`config.mk`:
```
export PLATFORM = sky130hd
export DESIGN_NAME = truth_table_extractor
export DESIGN_NICKNAME = d
export VERILOG_FILES = /design/src/rtl/truth_table_extractor.sv
export SDC_FILE = /design/constraint.sdc
export NUM_CORES = 1
export LEC_CHECK = 0
export ABC_CLOCK_PERIOD_IN_PS = 4500
export BUFFER_PORTS_ARGS = -buffer_cell sky130_fd_sc_hd__buf_2
export CORE_MARGIN = 2
export CORE_UTILIZATION = 50
export DETAILED_ROUTE_END_ITERATION = 6
export PLACE_DENSITY = 0.77
export SLEW_MARGIN = 20
export SYNTH_ARGS = -nofsm -noshare
export SYNTH_HDL_FRONTEND = slang
export SYNTH_SLANG_ARGS = --single-unit
```
`constraint.sdc`:
```
create_clock -name clk -period 4.5 [get_ports clk]
set_input_delay 0.9 -clock clk [delete_from_list [all_inputs] [get_ports clk]]
set_output_delay 0.9 -clock clk [all_outputs]
set_load 0.03 [all_outputs]
```
`src/rtl/truth_table_extractor.sv`:
```
// ============================================================================
// truth_table_extractor
// ----------------------------------------------------------------------------
// Purpose:
//   Sequential reader for a combinational N-variable function. When start is
//   accepted it drives every input combination on vec_out, from 0 up to
//   2**N_VARS-1. Each combination is held for SETTLE_CYCLES+1 cycles, and
//   f_in is sampled in the last of those cycles. The samples build a minterm
//   mask, which is then compared with a reference mask latched at start.
//
// Parameters:
//   N_VARS         number of function inputs (mask width is 2**N_VARS)
//   SETTLE_CYCLES  extra hold cycles before each sample (0 allowed)
//
// Ports:
//   clk            system clock, rising edge
//   rst            asynchronous active-high reset
//   start          scan request, only honoured in IDLE
//   expected_mask  reference minterm mask, latched on an accepted start
//   f_in           output of the function under test
//   vec_out        combination driven to the function (MSB = variable a)
//   busy           scan in progress
//   done           one-cycle pulse when the scan is complete
//   minterm_mask   bit i = sampled f_in for vec_out == i
//   match          minterm_mask == latched reference, valid from done
//   minterm_count  (MINTERM_COUNT_EN only) number of sampled ones
//
// Optional feature macro: MINTERM_COUNT_EN
// ============================================================================
module truth_table_extractor #(
    parameter int N_VARS        = 4,
    parameter int SETTLE_CYCLES = 1
) (
    input  logic                     clk,
    input  logic                     rst,
    input  logic                     start,
    input  logic [(2**N_VARS)-1:0]   expected_mask,
    input  logic                     f_in,
    output logic [N_VARS-1:0]        vec_out,
    output logic                     busy,
    output logic                     done,
    output logic [(2**N_VARS)-1:0]   minterm_mask,
    output logic                     match
`ifdef MINTERM_COUNT_EN
    ,
    output logic [N_VARS:0]          minterm_count
`endif
);

    // The settle counter needs at least one bit, even when SETTLE_CYCLES is 0.
    localparam int CNT_W = (SETTLE_CYCLES > 0) ? $clog2(SETTLE_CYCLES + 1) : 1;
    localparam logic [CNT_W-1:0]  CNT_RELOAD = CNT_W'(SETTLE_CYCLES);
    localparam logic [N_VARS-1:0] VEC_MAX    = '1;

    typedef enum logic [1:0] {
        IDLE = 2'd0,
        HOLD = 2'd1,
        DONE = 2'd2
    } state_t;

    state_t                   state_q, state_d;
    logic [N_VARS-1:0]        vec_q, vec_d;
    logic                     busy_q, busy_d;
    logic                     done_q, done_d;
    logic [(2**N_VARS)-1:0]   mask_q, mask_d;
    logic [(2**N_VARS)-1:0]   exp_q, exp_d;
    logic                     match_q, match_d;
    logic [CNT_W-1:0]         cnt_q, cnt_d;
`ifdef MINTERM_COUNT_EN
    logic [N_VARS:0]          count_q, count_d;
`endif

    // Next-state logic. match is computed from the mask value that includes
    // the final sample, so it is already valid in the cycle where done is high.
    always_comb begin
        state_d = state_q;
        vec_d   = vec_q;
        busy_d  = busy_q;
        done_d  = 1'b0;
        mask_d  = mask_q;
        exp_d   = exp_q;
        match_d = match_q;
        cnt_d   = cnt_q;
`ifdef MINTERM_COUNT_EN
        count_d = count_q;
`endif
        case (state_q)
            IDLE: begin
                if (start) begin
                    exp_d   = expected_mask;
                    mask_d  = '0;
                    vec_d   = '0;
                    busy_d  = 1'b1;
                    match_d = 1'b0;
                    cnt_d   = CNT_RELOAD;
`ifdef MINTERM_COUNT_EN
                    count_d = '0;
`endif
                    state_d = HOLD;
                end
            end
            HOLD: begin
                if (cnt_q != '0) begin
                    cnt_d = cnt_q - CNT_W'(1);
                end else begin
                    mask_d[vec_q] = f_in;
`ifdef MINTERM_COUNT_EN
                    count_d = count_q + {{N_VARS{1'b0}}, f_in};
`endif
                    if (vec_q != VEC_MAX) begin
                        vec_d = vec_q + N_VARS'(1);
                        cnt_d = CNT_RELOAD;
                    end else begin
                        // vec_out stays at its maximum; the next scan restarts it.
                        busy_d  = 1'b0;
                        done_d  = 1'b1;
                        match_d = (mask_d == exp_q);
                        state_d = DONE;
                    end
                end
            end
            DONE: begin
                state_d = IDLE;
            end
            default: begin
                state_d = IDLE;
            end
        endcase
    end

    // State registers. Reset abandons any scan in progress.
    always_ff @(posedge clk or posedge rst) begin
        if (rst) begin
            state_q <= IDLE;
            vec_q   <= '0;
            busy_q  <= 1'b0;
            done_q  <= 1'b0;
            mask_q  <= '0;
            exp_q   <= '0;
            match_q <= 1'b0;
            cnt_q   <= '0;
`ifdef MINTERM_COUNT_EN
            count_q <= '0;
`endif
        end else begin
            state_q <= state_d;
            vec_q   <= vec_d;
            busy_q  <= busy_d;
            done_q  <= done_d;
            mask_q  <= mask_d;
            exp_q   <= exp_d;
            match_q <= match_d;
            cnt_q   <= cnt_d;
`ifdef MINTERM_COUNT_EN
            count_q <= count_d;
`endif
        end
    end

    assign vec_out      = vec_q;
    assign busy         = busy_q;
    assign done         = done_q;
    assign minterm_mask = mask_q;
    assign match        = match_q;
`ifdef MINTERM_COUNT_EN
    assign minterm_count = count_q;
`endif

endmodule

```
==> reports/summary.md <==
The run finished with clean final reports. Entering global routing, the biggest net connects 43 pins. The congestion estimate from routability-driven global placement came to 0.911. Data arrival time at the worst-slack endpoint: 2.77 ns. From bottom edge to top edge, the die measures 72.6 um. The kind of critical path is flop to flop. Summed over all layers, the routed wires come to 5550 um. The logs give 1909 for the number of global-route vias before repair and 266 for the net count after synthesis. The max-cap violation count is 0, and the largest incremental delay on the critical path is 0.53 ns. After detailed routing, the average wire length per cell comes to 16.7 um. The die is 72.6 um wide. Net switching is 45.9% of the power. After synthesis, the share of flip-flops with an asynchronous set or reset is 100%. The via density per instance was 6.03. Setup repair after global routing left no endpoint under its margin. TritonCTS created 5 clock buffers. The first global-routing pass estimated 9260 um of wire. The logs give 0 for the buffers inserted during post-CTS setup optimization and 242 for the synthesized netlist cell count. The run gives 390 as the number of filler instances in the final layout. CTS saw 42 sinks. The run gives 44.6% as the sequential share of the synthesized area. Following the worst setup path forward leads to its endpoint at match. The post-route fraction of the period consumed by the critical path works out to 56.6%.

For this design the total switching power over the nets is 880 uW. The signal on the critical path passes through inv_1 -> ha_1 -> nor3b_1 -> mux2i_1 -> o22ai_1 -> or4_1 -> o31ai_1. Global routing finished with a remaining overflow of 0. Port buffering added 42 buffers. The placed cell area came out at 0.00259 mm2. In this run the number of cells on the critical path is 7. Worst path buffer plus inverter count: 1. The tools report the initial antenna violation count as 0. The area of the core is 0.00444 mm2, and the total count of hold-check failures in the final report is 0. The power per cell area was 714 mW/mm2. Number of H-tree branching levels: 2. The largest individual stage delay along the critical path comes from the cell sky130_fd_sc_hd__or4_1.

The remaining number of nets flagged by the antenna check after routing was 0. The number of diodes added for antenna fixing is 0. The tree is rooted in a sky130_fd_sc_hd__clkbuf_8. The cell-internal power is 1040 uW, and the clock latency at the later pin of the worst-skew pair is 0.30 ns. After synthesis the netlist holds a flip-flop and latch count of 42. In this run, synthesis inferred 0 flip-flops with an integrated enable. Headroom to the max-slew limit came out at 37.8%. The yosys synthesis warning count was 0; the number of nets in the finished design was 303.

The tools report the largest vdd supply drop as 0.400 mV. In this run the critical register-to-register path is captured at match. Combined area of all synthesized cells: 0.00235 mm2. The worst register-to-register path begins at vec_out[0]. Total count of max-transition violations in the final report: 0. Timing would allow up to 392 MHz. In this run, distinct cell masters in the synthesized netlist total 48.

For this run, the total global-route usage over all layers was measured as 22.6%. The endpoint class of the critical path is a flop. In this run the count of I/O pins placed on the die edge is 43. In this run the register-to-register setup slack is 1.95 ns. The floorplan step defined a die boundary enclosing 0.00527 mm2.

The number of remaining DRC errors is 0. The finished cells cover 0.00268 mm2. The post-route netlist has 25.0% of its cells at a drive strength greater than 1.

The first-iteration detailed-routing DRC count was 199; the count of placed standard cells including taps was 324. Per report_power, the clock group accounts for 13.2% of the total. Combinational logic burns 49.5% of the power. The count of TritonRoute iterations in the first routing pass was 4. The worst setup path is launched from a flop. The average size of a mapped cell came out at 9.73 um2. TritonCTS built the clock tree.

In the synthesized netlist the dominant register cell turns out to be sky130_fd_sc_hd__dfrtp_1. Along the worst path, the maximum fanout reaches 8. For the pin with the worst max-slew slack, the measured transition is 0.930 ns. In this run the worst hold path is classified as flop to flop. The finished layout holds 332 standard cells, fillers aside.

Relative to the synthesized area, the layout overhead comes to 13.9%. The logs give 0 for the final-report setup violation count and 0 for the post-cts repair resize count. The clock transition at the registers of the reported paths was 0.08 ns; the placed wire-length estimate was 3850 um. Dominant delay contributor by cell family on the critical path: simple AND/OR/NAND/NOR gates.

For this configuration, the core starts out at a cell density of 53.0%. The launching element of the worst setup path was vec_out[0]. At the worst endpoint, the required time is 4.72 ns.

Summed over all cells, the static leakage comes to 0.00126 uW. No sink is reached through more buffers than the 2 on the longest clock path. In this run the core area contains 24 standard-cell rows. Clock skew on the completed layout was measured at 0.00847 ns. Sequential cells account for 37.3% of the total power.

The count of hold buffers inserted by post-cts repair is 0, and the length in cells of the worst reg-to-reg path is 7. The final critical delay including setup and external delays came out at 2.55 ns. For the routed via count, the log shows 2002. The setup TNS is 0 ns.
-- logic make-up (layout without fill, tap and decap cells) --
family | after synthesis | after routing | share of synthesized area, %
xor+xnor | 6 | 6 | 2.23
buf+inv | 26 | 64 | 4.57
mux | 21 | 21 | 9.67
compound gates | 66 | 66 | 18.0
simple gates | 77 | 77 | 18.8
fa+ha+maj | 4 | 4 | 2.13
flops | 42 | 42 | 44.6
-- synth_stat cells, types with 4 or more instances --
| cell type | number | area share (%) |
|---|---|---|
| sky130_fd_sc_hd__a21oi_1 | 11 | 2.3 |
| sky130_fd_sc_hd__and3b_1 | 4 | 1.5 |
| sky130_fd_sc_hd__clkbuf_1 | 11 | 1.8 |
| sky130_fd_sc_hd__dfrtp_1 | 42 | 45 |
| sky130_fd_sc_hd__ha_1 | 4 | 2.1 |
| sky130_fd_sc_hd__inv_1 | 11 | 1.8 |
| sky130_fd_sc_hd__mux2_2 | 14 | 6.7 |
| sky130_fd_sc_hd__mux2i_1 | 7 | 3.0 |
| sky130_fd_sc_hd__nand2_1 | 14 | 2.2 |
| sky130_fd_sc_hd__nand2b_1 | 6 | 1.6 |
| sky130_fd_sc_hd__nand3_1 | 12 | 2.6 |
| sky130_fd_sc_hd__nand3b_1 | 6 | 1.9 |
| sky130_fd_sc_hd__nor2_1 | 14 | 2.2 |
| sky130_fd_sc_hd__nor3b_1 | 5 | 1.6 |
| sky130_fd_sc_hd__o21ai_0 | 25 | 5.3 |
| sky130_fd_sc_hd__o22ai_1 | 6 | 1.6 |
| sky130_fd_sc_hd__o32ai_1 | 4 | 1.5 |
| sky130_fd_sc_hd__xor2_1 | 4 | 1.5 |
-- sequential cells by signal, indices dropped and copies added, names as in the netlist --
| register | cells |
|---|---|
| exp_q | 16 |
| minterm_mask | 16 |
| vec_out | 4 |
| state_q | 2 |
| busy | 1 |
| cnt_q | 1 |
| done | 1 |
| match | 1 |
-- worst min path at each step --
stage / from / to / slack, ns / cells after the start
2_1_floorplan: exp_q[1] / exp_q[1] / 0.50 / 1
3_3_place_gp: minterm_mask[15] / minterm_mask[15] / 0.48 / 1
3_5_place_dp: minterm_mask[15] / minterm_mask[15] / 0.49 / 1
4_1_cts: minterm_mask[15] / minterm_mask[15] / 0.50 / 1
5_1_grt: minterm_mask[15] / minterm_mask[15] / 0.53 / 1
6_report: minterm_mask[15] / minterm_mask[15] / 0.51 / 1
-- power groups by stage --
stage / logic [uW] / clock network (uW) / registers (uW)
6_report: 948 / 253 / 715
5_1_grt: 1040 / 272 / 739
4_1_cts: 952 / 261 / 713
3_5_place_dp: 949 / 0 / 721
3_3_place_gp: 932 / 0 / 716
2_1_floorplan: 635 / 0 / 775
-- layout make-up --
cell class / count / area (um2) / share of cell area (%)
clock inverters: 1 / 5.00 / 0.187
flip-flops and latches: 42 / 1050 / 39.2
clock buffers: 7 / 86.3 / 3.22
inverters: 11 / 41.3 / 1.54
well taps: 52 / 65.1 / 2.43
repair buffers: 45 / 233 / 8.68
multi-input cells: 174 / 1200 / 44.8
-- cells in the final DEF (no fill, tap or decap), drive strengths merged, types with 3 or more instances in the layout --
| master | n |
|---|---|
| o22ai | 6 |
| nand3b | 6 |
| mux2i | 7 |
| clkbuf | 7 |
| nor2b | 3 |
| a21oi | 11 |
| nand3 | 12 |
| inv | 11 |
| nand2b | 6 |
| o32ai | 4 |
| ha | 4 |
| and3b | 4 |
| nor2 | 14 |
| o2bb2ai | 3 |
| buf | 45 |
| nor3b | 6 |
| mux2 | 14 |
| nand2 | 14 |
| o21ai | 25 |
| dfrtp | 42 |
| xor2 | 4 |
-- routing by layer --
metal	global-route usage [%]	vias up	share of wire (%)
li1	-	956	-
met1	32.1	959	44
met3	4.97	7	8.2
met5	0	-	0
met4	7.61	0	1.2
met2	34.5	80	47
-- per-stage QoR --
stage / util [%] / worst slack, ns / total power (uW) / hold WS, ns
after CTS: 60.4 / 1.95 / 1930 / 0.503
after global placement: 58.3 / 1.81 / 1650 / 0.480
after detailed placement: 58.3 / 1.74 / 1670 / 0.486
after global routing: 60.4 / 1.71 / 2050 / 0.530
final: 60.4 / 1.95 / 1920 / 0.509
after floorplan: - / 2.00 / 1410 / 0.502
Note: power is estimated with default switching activity, not from simulation.
